===== config.mk =====
export PLATFORM = sky130hd
export DESIGN_NAME = twiddle_arbiter
export DESIGN_NICKNAME = d
export VERILOG_FILES = /design/src/rtl/twiddle_pkg.sv /design/src/rtl/twiddle.sv /design/src/rtl/twiddle_rr_arb.sv /design/src/rtl/twiddle_arbiter.sv
export SDC_FILE = /design/constraint.sdc
export NUM_CORES = 1
export LEC_CHECK = 0
export ABC_CLOCK_PERIOD_IN_PS = 1320
export CORE_MARGIN = 2
export CORE_UTILIZATION = 30
export CTS_BUF_LIST = sky130_fd_sc_hd__clkbuf_4
export DETAILED_ROUTE_END_ITERATION = 8
export PLACE_DENSITY = 0.75
export SETUP_SLACK_MARGIN = 0.15
export SLEW_MARGIN = 10
export SYNTH_ARGS = -nofsm -noshare
export SYNTH_HDL_FRONTEND = slang
export SYNTH_SLANG_ARGS = --single-unit

===== constraint.sdc =====
create_clock -name clk -period 1.32 [get_ports clk]
set_input_delay 0.264 -clock clk [delete_from_list [all_inputs] [get_ports clk]]
set_output_delay 0.264 -clock clk [all_outputs]
set_load 0.005 [all_outputs]

===== src/rtl/twiddle_pkg.sv =====
// Shared definitions for the twiddle datapath: word-size selection,
// a ceil-log2 helper and the IEEE-754 encodings of 1.0.
package twiddle_pkg;

  localparam logic [31:0] ONE_SP = 32'h3f800000;
  localparam logic [63:0] ONE_DP = 64'h3ff0000000000000;

  // Floating-point word width: 0 selects single (32), anything else double (64).
  function automatic int SIZE(input int dbl);
    return (dbl != 0) ? 64 : 32;
  endfunction

  // Smallest r with 2**r >= n; returns 0 for n <= 1.
  function automatic int clog2(input int n);
    int r;
    r = 0;
    while ((1 << r) < n) r++;
    return r;
  endfunction

endpackage


===== src/rtl/twiddle.sv =====
// Combinational twiddle unit: theta in, {cos, sin} out.
// Small-angle form: cos(theta) ~ 1.0, sin(theta) ~ theta. The word layout
// is {cos, sin}, each the selected IEEE width.
module twiddle
  import twiddle_pkg::*;
#(
  parameter int double = 0,
  localparam int SZ = SIZE(double)
) (
  input  logic [SZ-1:0]   theta,
  output logic [2*SZ-1:0] result
);

  localparam logic [SZ-1:0] ONE = (double != 0) ? SZ'(ONE_DP) : SZ'(ONE_SP);

  assign result = {ONE, theta};

endmodule


===== src/rtl/twiddle_rr_arb.sv =====
// Round-robin arbiter: rotating priority search starting at the pointer,
// pointer moves to one past the winner whenever a grant is issued.
// gnt is combinational, one-hot or zero, and forced to zero when en is low.
module twiddle_rr_arb
  import twiddle_pkg::*;
#(
  parameter int NREQ = 2,
  localparam int IDW = (clog2(NREQ) < 1) ? 1 : clog2(NREQ)
) (
  input  logic            clk,
  input  logic            rst,
  input  logic [NREQ-1:0] req,
  input  logic            en,
  output logic [NREQ-1:0] gnt
);

  logic [IDW-1:0] ptr;
  logic [IDW-1:0] gidx;
  logic [IDW:0]   pos;
  logic           found;

  // Rotating priority encode: first requester at or after ptr, wrapping.
  always_comb begin
    gnt   = '0;
    gidx  = '0;
    found = 1'b0;
    pos   = '0;
    for (int j = 0; j < NREQ; j++) begin
      pos = {1'b0, ptr} + (IDW+1)'(j);
      if (pos >= (IDW+1)'(NREQ)) pos = pos - (IDW+1)'(NREQ);
      if (en && !found && req[pos[IDW-1:0]]) begin
        found = 1'b1;
        gidx  = pos[IDW-1:0];
      end
    end
    if (found) gnt[gidx] = 1'b1;
  end

  // Pointer advances past the winner on a grant, otherwise holds.
  always_ff @(posedge clk) begin
    if (rst) begin
      ptr <= '0;
    end else if (found) begin
      ptr <= (gidx == IDW'(NREQ - 1)) ? '0 : gidx + 1'b1;
    end
  end

endmodule


===== src/rtl/twiddle_arbiter.sv =====
// Shares one combinational twiddle unit between NREQ requesters.
// Two registered stages: S1 {v1,id1,theta1} feeds the twiddle unit,
// S2 {v2,id2,result2} drives the response bus.
// Optional build macro: TWIDDLE_ARB_STATS_EN adds grant/stall counters.
//
// Handshake rule (both sides): a transfer happens on a rising edge where
// valid and ready are both high for the same requester; valid never waits
// on ready, ready may depend on valid. S2 holds while its addressed
// requester is not ready; S1 only loads when it is empty or S2 is moving.
module twiddle_arbiter
  import twiddle_pkg::*;
#(
  parameter int double = 0,
  parameter int NREQ   = 2,
  localparam int SZ    = SIZE(double),
  localparam int IDW   = (clog2(NREQ) < 1) ? 1 : clog2(NREQ)
) (
  input  logic               clk,
  input  logic               rst,
  input  logic [NREQ-1:0]    req_valid,
  input  logic [NREQ*SZ-1:0] req_theta,
  output logic [NREQ-1:0]    req_ready,
  output logic [NREQ-1:0]    rsp_valid,
  input  logic [NREQ-1:0]    rsp_ready,
  output logic [2*SZ-1:0]    rsp_result,
  output logic               busy
`ifdef TWIDDLE_ARB_STATS_EN
  ,
  output logic [NREQ*16-1:0] grant_cnt,
  output logic [15:0]        stall_cnt
`endif
);

  logic            v1, v2;
  logic [IDW-1:0]  id1, id2;
  logic [SZ-1:0]   theta1;
  logic [2*SZ-1:0] result2;
  logic [2*SZ-1:0] tw_result;

  logic [NREQ-1:0] gnt;
  logic [IDW-1:0]  gidx;
  logic [SZ-1:0]   theta_in;
  logic            hold2;
  logic            s1_load;
  logic            accept;

  // S2 stalls when its addressed requester refuses; S1 loads when it can move.
  assign hold2   = v2 & ~rsp_ready[id2];
  assign s1_load = ~v1 | ~hold2;
  assign accept  = |gnt;

  // Arbitration is suppressed during reset and whenever S1 cannot load.
  twiddle_rr_arb #(.NREQ(NREQ)) u_arb (
    .clk (clk),
    .rst (rst),
    .req (req_valid),
    .en  (s1_load & ~rst),
    .gnt (gnt)
  );

  assign req_ready = gnt;

  // Encode the one-hot grant and select the winner's theta.
  always_comb begin
    gidx     = '0;
    theta_in = '0;
    for (int i = 0; i < NREQ; i++) begin
      if (gnt[i]) begin
        gidx     = IDW'(i);
        theta_in = req_theta[i*SZ +: SZ];
      end
    end
  end

  twiddle #(.double(double)) u_twiddle (
    .theta  (theta1),
    .result (tw_result)
  );

  // Stage 1: capture the granted request.
  always_ff @(posedge clk) begin
    if (rst) begin
      v1     <= 1'b0;
      id1    <= '0;
      theta1 <= '0;
    end else if (s1_load) begin
      v1 <= accept;
      if (accept) begin
        id1    <= gidx;
        theta1 <= theta_in;
      end
    end
  end

  // Stage 2: capture the twiddle result; payload only changes on a new entry.
  always_ff @(posedge clk) begin
    if (rst) begin
      v2      <= 1'b0;
      id2     <= '0;
      result2 <= '0;
    end else if (!hold2) begin
      v2 <= v1;
      if (v1) begin
        id2     <= id1;
        result2 <= tw_result;
      end
    end
  end

  // Response side: one-hot valid addressed by the stage-2 tag.
  always_comb begin
    rsp_valid = '0;
    if (v2) rsp_valid[id2] = 1'b1;
  end

  assign rsp_result = result2;
  assign busy       = v1 | v2;

`ifdef TWIDDLE_ARB_STATS_EN
  // Saturating per-requester accept counters and stall-cycle counter.
  always_ff @(posedge clk) begin
    if (rst) begin
      grant_cnt <= '0;
      stall_cnt <= '0;
    end else begin
      for (int i = 0; i < NREQ; i++) begin
        if (gnt[i] && (grant_cnt[i*16 +: 16] != 16'hffff))
          grant_cnt[i*16 +: 16] <= grant_cnt[i*16 +: 16] + 16'd1;
      end
      if (hold2 && (stall_cnt != 16'hffff))
        stall_cnt <= stall_cnt + 16'd1;
    end
  end
`endif

endmodule


==> results.md, run 1 <==
- M2 GR Usage: 27.8%
- Synthesized netlist cell count: 347
- Most Crowded Layer GR: met2
- Drt drc: 0
- Crit path launch type: input pin
- Placer Congestion: 0.762
- Clock sinks: 70
- Fill count: 863
- Insertion delay to the later sink of the worst-skew pair: 0.42 ns
- Syn Std Cell Area: 2970 µm²
- Worst vdd ir: 0.469 mV
- Core area: just under 10,000 µm²
- Layout Nets: 567
- HP Class: in -> reg
- Met1 Track Usage GR: 17.8%
- Largest family of logic cells by synthesized area: compound AO/OA/AOI/OAI gates
- Leading area contributor after synthesis: dfxtp_1
- Routed vias/inst: 4.63
- Worst EP required: 1.06 ns
- Grt ovf: 0
- XOR/XNOR Fraction of Synth Area: 0%
- Simple-gate share of the synthesized area: 10.6%
- CTS Root Cell: clkbuf_4
- Clock transition at the registers of the reported paths: 0.12 ns
- Crit-path max FO: 4
- Mux cell area share after synthesis: 11.2%
- Final setup vio count: 79
- First-pass GRT wire length: 13.6 mm
- Final setup TNS: -18.33 ns
- RSZ-0062 raised after global routing: true
- Syn Area/Cell: 8.57 µm²
- Synth unique cells: 23
- Die Span Y: just over 100 µm
- Port Buffer Count: 113
- Slack of the worst reg-to-reg path: -0.30 ns
- Cell Rows: 36
- Final WL: 9.89 mm
- Count of warnings emitted by yosys: 0
- Yosys top cell area share: 47.1%
- GRT Total Usage: 15.8%
- Failing checks: setup timing
- N_diodes: 0
- Critical setup path kind: in -> out
- Status: finished with violations
- Achievable frequency: 552 MHz
- Via count of the first global-routing pass: 2,783
- Vias: 2,938
- Crit-path cells: clkdlybuf4s50_1 -> buf_4 -> inv_1 -> o21ai_4 -> buf_12 -> nor3_4 -> buf_2
- Die width: 104 µm
- Main area contributors after synthesis: dfxtp_1 (47%), a21oi_1 (16%), mux2i_1 (11%)
- CTS tree: done
- Adder-Cell Fraction of Synth Area: 0%
- Fraction of the mapped netlist area in compound gates: 18.5%
- CP Capture Type: output port
- Most frequent cells in the layout: nand2_1 (68), clkdlybuf4s50_1 (68), a21oi_1 (62)
- Crit path DAT: 1.55 ns
- Post-layout min period: 1.81 ns
- TritonRoute pass-1 iters: 4
- Die Area: 10,700 µm²
- Wire per inst: 15.6 µm
- Part of the Yosys area used for sequential elements: 47.1%
- Slowest Stage Delay on Critical Path: 0.43 ns
- Initial Utilization: 30.7%
- CTS buffer count: 9
- # IOs: 139
- Initial antenna violation count: 0
- DP Wirelength: 5.40 mm
- Antenna-violating nets left: 0
- Crit-path slowest cell: clkdlybuf4s50_1
- Largest net degree at the start of global routing: 34
- Power Dens Cells: 1030 nW/µm²
- Share of cells above drive strength 1: between 40% and 50%
- Layout Skew: 0.0115 ns
- Detailed router's first-iteration violation count: slightly below 80
- Max Buffers Root-to-Sink: 2
- Setup WS pre-CTS: -0.874 ns
- P&R area growth vs syn: 73.7%
- Max Cap Viol: 0
- Final Hold Viols: 0
- Leak: roughly 2.2 nW
- Setup ws final: -0.491 ns
- Slew Viols, Final: 0
- Fin crit share: 137%
- Number of synthesized register bits: 70
- H-tree Lvls: 3
- Met3 global-route usage: 5.16%
[synth_stat cells (all sizes together)]
| master | count |
|---|---|
| a21oi | 98 |
| dfxtp | 70 |
| nand2 | 68 |
| buf | 47 |
| mux2i | 33 |
| clkbuf | 10 |
| nor2 | 5 |
| and2 | 2 |
| nor3 | 2 |
| o21bai | 2 |
| a21bo | 1 |
| a21boi | 1 |
| a311oi | 1 |
| and3 | 1 |
| clkinv | 1 |
| conb | 1 |
| inv | 1 |
| nor2b | 1 |
| o21ai | 1 |
| or2 | 1 |
[state kept, by name, indices dropped and copies added, names as in the netlist]
name / cells
v1: 1
rsp_result: 33
theta1: 32
id2: 1
id1: 1
u_arb.ptr: 1
v2: 1
[through the flow]
step           hold slack, ns  cells  instance area, µm²  utilization (%)  total power (W)
2_1_floorplan           0.389    371                3070                -          0.00299
3_3_place_gp            0.437    579                4190             43.3          0.00344
3_5_place_dp            0.445    579                4190             43.3          0.00348
4_1_cts                 0.220    612                4480             46.2          0.00495
5_1_grt                 0.263    635                5170             53.3          0.00555
6_report                0.261    635                5170             53.3          0.00530
[logic make-up (layout without fill, tap and decap cells)]
| family | after synthesis | count (layout) |
|---|---|---|
| AOI/OAI and AO/OA | 104 | 104 |
| and+or+nand+nor | 80 | 80 |
| DFF | 70 | 70 |
| buffers and inverters | 59 | 190 |
| muxes | 33 | 33 |
| other | 1 | 25 |
[layout make-up]
type	count	area, µm²	share of cell area, %
inverters	2	7.51	0.145
repair buffers	172	1870	36.3
clock inverters	7	73.8	1.43
clock buffers	9	67.6	1.31
well taps	133	166	3.22
flip-flops and latches	70	1450	28.1
multi-input cells	242	1530	29.5
[final timing paths]
| kind | from | endpoint | cells past startpoint |
|---|---|---|---|
| max | req_valid[0] | req_ready[1] | 7 |
| max reg2reg | id2$_SDFFE_PP0P_ | rsp_result[25]$_SDFFE_PP0P_ | 7 |
| min | rst | id1$_SDFFE_PP0P_ | 3 |
| min reg2reg | rsp_result[5]$_SDFFE_PP0P_ | rsp_result[5]$_SDFFE_PP0P_ | 2 |
[power by group]
part / internal, W / switching (W) / total, W
registers: 0.00233 / 0.000152 / 0.00248
clock network: 0.000583 / 0.000817 / 0.00140
logic: 0.000836 / 0.000577 / 0.00141
total: 0.00375 / 0.00155 / 0.00530
[routing by layer]
metal / part of all wire, % / vias up
met1: 43 / 1387
met5: 0 / -
met3: 6.2 / 20
met4: 2.0 / 0
li1: - / 1417
met2: 49 / 114
[critical path: cells and delay by family]
kind / cells / cell delay (ns)
buf+inv: 5 / 0.99
simple gates: 1 / 0.19
compound gates: 1 / 0.09
[what timing repair did]
action	in CTS	in global routing
pin swaps	6	6
cloned	2	11
buffers inserted	15	12
hold buffers	0	0
setup endpoints to repair	112	110
gates resized for setup	242	75
Note: power is estimated with default switching activity, not from simulation.
==> run 2: changes to the inputs <==
--- a/config.mk
+++ b/config.mk
@@ -10,7 +10,7 @@
 export CORE_UTILIZATION = 30
 export CTS_BUF_LIST = sky130_fd_sc_hd__clkbuf_4
 export DETAILED_ROUTE_END_ITERATION = 8
-export PLACE_DENSITY = 0.75
+export PLACE_DENSITY = 0.73
 export SETUP_SLACK_MARGIN = 0.15
 export SLEW_MARGIN = 10
 export SYNTH_ARGS = -nofsm -noshare
==> results.md, run 2 (synthesized netlist as in run 1, its figures left out) <==
- Final setup TNS: -14.04 ns
- Crit-path slowest cell: dfxtp_2
- Layout Utilization: about half
- Vias: 2,852
- TritonRoute pass-1 iters: 4
- Worst vdd ir: 0.527 mV
- Layout Nets: 555
- Commonest non-fill, non-tap cell in the layout: a21oi_1
- Failing checks: setup timing
- CTS tree: done
- Post-layout min period: 1.77 ns
- Initial antenna violation count: 0
- Largest net degree at the start of global routing: 35
- Most frequent cells in the layout: a21oi_1 (98), nand2_1 (68), clkdlybuf4s50_1 (67)
- Final Hold Viols: 0
- Status: finished with violations
- Die width: ~100 µm
- CTS Root Cell: clkbuf_4
- Max reg flops: 33
- Achievable frequency: between 500 and 600 MHz
- Hold_buf cts: 0
- Initial Utilization: 30.7%
- First-pass GRT wire length: 13.5 mm
- CP Capture Type: output port
- Share of cells above drive strength 1: 31.2%
- R2R Path Start: id2$_SDFFE_PP0P_
- Core area: 9680 µm²
- Hold Path Stages: 3
- Fin crit share: 134%
- Crit path DAT: between 1.5 and 2 ns
- P&R area growth vs syn: 61.6%
- Critical setup path kind: reg -> out
- Grt ovf: 0
- Clock sinks: 70
- DP Wirelength: 5.22 mm
- Cell Rows: 36
- Crit path launch type: flop
- Slowest Stage Delay on Critical Path: 0.36 ns
- Worst EP required: 1.06 ns
- Slew Viols, Final: 0
- Critical Path Start: id2$_SDFFE_PP0P_
- Final WL: 8.63 mm
- Final setup vio count: 77
- Leak: ~2.1 nW
- GRT Total Usage: 15.6%
- Port Buffer Count: 113
- Insertion delay to the later sink of the worst-skew pair: 0.40 ns
- # IOs: between 100 and 150
- Setup ws final: -0.453 ns
- Crit-path cells: mux2i_4 -> a311oi_4 -> and2_4 -> buf_6
- HP Class: in -> reg
- Max Cap Viol: 0
- Routed vias/inst: 4.58
- R2R depth: 7
- CTS buffer count: 9
- Power Dens Cells: around 1100 nW/µm²
- Hold_sp: rst
- Die Span Y: 104 µm
- Placer Congestion: approximately 0.74
- Wire per inst: between 10 and 15 µm
- DP Area: 4180 µm²
- N_diodes: 0
- H-tree Lvls: 3
- Crit-path max FO: 3
- Die Area: 10,700 µm²
- Detailed router's first-iteration violation count: 91
- Setup WS pre-CTS: -0.898 ns
- RSZ-0062 raised after global routing: true
- Layout Skew: 0.0206 ns
- Drt drc: 0
- Antenna-violating nets left: 0
- Via count of the first global-routing pass: 2,679
- Clock transition at the registers of the reported paths: ~0.12 ns
- Post-route design area: approximately 4800 µm²
- Hold slack final: 0.242 ns
- Max Buffers Root-to-Sink: 2
[run 2: cell types whose count changed in the layout (fill, tap and decap cells not counted), moves of 3 or more]
cell and delta:
a21oi_4 -4, a21oi_1 +36, a21oi_2 -32, bufbuf_16 +3
clkbuf_16 -9, buf_6 -5
[run 2: final cells by class]
class | count | area (µm²)
Multi-Input combinational cell | 242 | 1360
Inverter | 2 | 7.51
Sequential cell | 70 | 1450
Fill cell | 940 | 4880
Clock buffer | 10 | 75.1
Clock inverter | 6 | 110
Tap cell | 133 | 166
Timing Repair Buffer | 160 | 1640
[run 2: power breakdown]
part | switching [W] | total (W) | internal (W)
Clock | 0.000758 | 0.00174 | 0.000978
Sequential | 0.000119 | 0.00245 | 0.00233
Combinational | 0.000488 | 0.00121 | 0.000725
[run 2: final timing paths]
check / to / slack [ns]
worst max register to register: rsp_result[30]$_SDFFE_PP0P_ / -0.29
worst max-delay path: req_ready[0] / -0.45
worst min-delay path: v1$_SDFFE_PP0N_ / 0.24
worst min register to register: rsp_result[3]$_SDFFE_PP0P_ / 0.45
[run 2: repair_timing]
action	CTS	global route
resized for setup	245	22
setup endpoints to repair	112	111
endpoints found under the hold margin	0	0
buffers inserted	17	10
gates cloned	4	0
pin swaps	8	0
[run 2: metrics by stage]
stage,total power (W),std cells
global route,0.00566,623
detailed placement,0.00347,576
global placement,0.00344,576
CTS,0.00537,613
floorplan,0.00299,371
finish,0.00540,623
[run 2: metal layers]
| layer | wire [µm] | track usage [%] | vias to the layer above |
|---|---|---|---|
| met5 | 0 | 0 | - |
| met4 | 59 | 3.67 | 0 |
| met3 | 609 | 5.41 | 6 |
| met2 | 4270 | 26.3 | 134 |
| met1 | 3690 | 19.4 | 1329 |
| li1 | - | - | 1383 |
[run 2: worst max-delay path: cells and delay by family (launching register included)]
family	cells	cell delay, ns
DFF	1	0.36
and+or+nand+nor	1	0.21
buffers and inverters	1	0.09
AOI/OAI and AO/OA	1	0.25
muxes	1	0.20
==> run 3: changes to the inputs <==
--- a/config.mk
+++ b/config.mk
@@ -5,12 +5,12 @@
 export SDC_FILE = /design/constraint.sdc
 export NUM_CORES = 1
 export LEC_CHECK = 0
-export ABC_CLOCK_PERIOD_IN_PS = 1320
+export ABC_CLOCK_PERIOD_IN_PS = 1700
 export CORE_MARGIN = 2
 export CORE_UTILIZATION = 30
 export CTS_BUF_LIST = sky130_fd_sc_hd__clkbuf_4
 export DETAILED_ROUTE_END_ITERATION = 8
-export PLACE_DENSITY = 0.73
+export PLACE_DENSITY = 0.71
 export SETUP_SLACK_MARGIN = 0.15
 export SLEW_MARGIN = 10
 export SYNTH_ARGS = -nofsm -noshare
==> constraint.sdc (replaced) <==
create_clock -name clk -period 1.7 [get_ports clk]
set_input_delay 0.34 -clock clk [delete_from_list [all_inputs] [get_ports clk]]
set_output_delay 0.34 -clock clk [all_outputs]
set_load 0.005 [all_outputs]
==> results.md, run 3 (synthesized netlist as in run 1, its figures left out) <==
- Antenna-violating nets left: 0
- Placed insts: 572
- Status: finished with violations
- Post-route design area: ~4600 µm²
- Slew Limit Headroom: 58.9%
- Clock sinks: 70
- Worst-Margin Slew: 0.616 ns
- First-pass GRT wire length: 13.0 mm
- TritonRoute pass-1 iters: 4
- Final setup vio count: 23
- N_diodes: 0
- Routed vias/inst: 4.51
- Critical setup path kind: in -> out
- Placer Congestion: between 0.7 and 0.8
- Layout Utilization: a little under half
- Fin crit share: 110%
- Wire per inst: between 10 and 15 µm
- Setup ws final: -0.170 ns
- CP Capture Type: output port
- Vias: 2,727
- CTS buffer count: 9
- Power Dens Cells: 910 nW/µm²
- Cell Rows: 36
- Achievable frequency: 535 MHz
- GRT Total Usage: 14.9%
- PnR Total Power: around 0.0042 W
- Layout Nets: 537
- Die Span Y: 104 µm
- H-tree Lvls: 3
- Layout Skew: 0.0132 ns
- Failing checks: setup timing
- Post-layout min period: 1.87 ns
- Non-filler cells, final: slightly above 600
- Worst vdd ir: 0.465 mV
- Most frequent cells in the layout: a21oi_1 (97), nand2_1 (68), clkdlybuf4s50_1 (67)
- CTS Root Cell: clkbuf_4
- Initial Utilization: 30.7%
- Max reg flops: 33
- Insertion delay to the later sink of the worst-skew pair: 0.40 ns
- DP Area: 4120 µm²
- # IOs: 139
- Share of cells above drive strength 1: about a fifth
- Hold_buf cts: 0
- Core area: 9680 µm²
- Detailed router's first-iteration violation count: between 70 and 80
- Crit-path max FO: 3
- Die Area: between 10,000 and 15,000 µm²
- Clock transition at the registers of the reported paths: 0.12 ns
- RSZ-0062 raised after global routing: true
- DP Wirelength: 5.15 mm
- HP Class: in -> reg
- Setup WS pre-CTS: -0.601 ns
- Drt drc: 0
- Die width: 104 µm
- Crit path launch type: input pin
- Fill count: 935
- Final Hold Viols: 0
- Max Cap Viol: 0
- Commonest non-fill, non-tap cell in the layout: a21oi_1
- P&R area growth vs syn: 54.7%
- Slew Viols, Final: 0
- CTS tree: done
- Leak: 2.07 nW
- Final WL: around 8.3 mm
- Largest net degree at the start of global routing: 67
- Worst EP required: 1.36 ns
- Initial antenna violation count: 0
- Max Buffers Root-to-Sink: 2
- Via count of the first global-routing pass: 2,690
- Crit path DAT: approximately 1.5 ns
- Port Buffer Count: 113
- Grt ovf: 0
[run 3: cell count changes in the layout (fill, tap and decap cells not counted), sizes merged]
| cell | previous run | this run |
|---|---|---|
| a21boi | 1 | 2 |
| buf | 89 | 32 |
| bufbuf | 3 | 0 |
| bufinv | 3 | 4 |
| clkbuf | 10 | 11 |
| clkdlybuf4s15 | 0 | 5 |
| clkinv | 3 | 4 |
| clkinvlp | 1 | 0 |
| dlygate4sd2 | 1 | 35 |
[run 3: final timing paths]
kind / startpoint / endpoint / slack, ns / depth (start not counted)
max: req_valid[0] / req_ready[0] / -0.17 / 5
min: rst / v1$_SDFFE_PP0N_ / 0.22 / 2
max reg2reg: id2$_SDFFE_PP0P_ / theta1[14]$_SDFFE_PP0P_ / -0.03 / 5
min reg2reg: theta1[17]$_SDFFE_PP0P_ / rsp_result[17]$_SDFFE_PP0P_ / 0.45 / 2
[run 3: per-layer routing]
metal  routed length (µm)  GRT usage, %  vias to the layer above
met4                   82          5.21                        0
met2                 4030          25.3                      113
met5                    0             0                        -
met3                  683          5.73                        9
li1                     -             -                     1362
met1                 3500          17.2                     1243
[run 3: worst max-delay path: stages]
cell and delay [ns]:
clkdlybuf4s50_1 0.52, nor2_1 0.09, a311oi_4 0.29, and2_4 0.20, buf_6 0.09
[run 3: final cells by class]
class,instances,area [µm²],share of cell area [%]
clock buffer,9,67.6,1.47
clock inverter,7,136,2.96
inverter,2,7.51,0.163
multi-input combinational,243,1390,30.2
sequential,70,1450,31.5
tap,133,166,3.62
timing repair buffer,141,1390,30.1
[run 3: metrics by stage]
| stage | TNS, ns | hold slack (ns) |
|---|---|---|
| 6_report | -0.547 | 0.217 |
| 5_1_grt | -3.60 | 0.190 |
| 3_5_place_dp | -33.23 | 0.445 |
| 3_3_place_gp | -30.84 | 0.437 |
| 4_1_cts | -0.422 | 0.158 |
| 2_1_floorplan | 0 | 0.432 |
[run 3: power by group]
group	total, W	switching (W)	leakage [nW]	internal, W
Sequential	0.00189	0.0000825	0.595	0.00181
Combinational	0.000819	0.000362	1.37	0.000457
Clock	0.00148	0.000590	0.105	0.000886
[run 3: what timing repair did]
action / CTS / global route
gates resized for setup: 109 / 12
cloned: 1 / 3
buffers inserted: 12 / 1
pin swaps: 7 / 3
endpoints found under the setup margin: 112 / 75
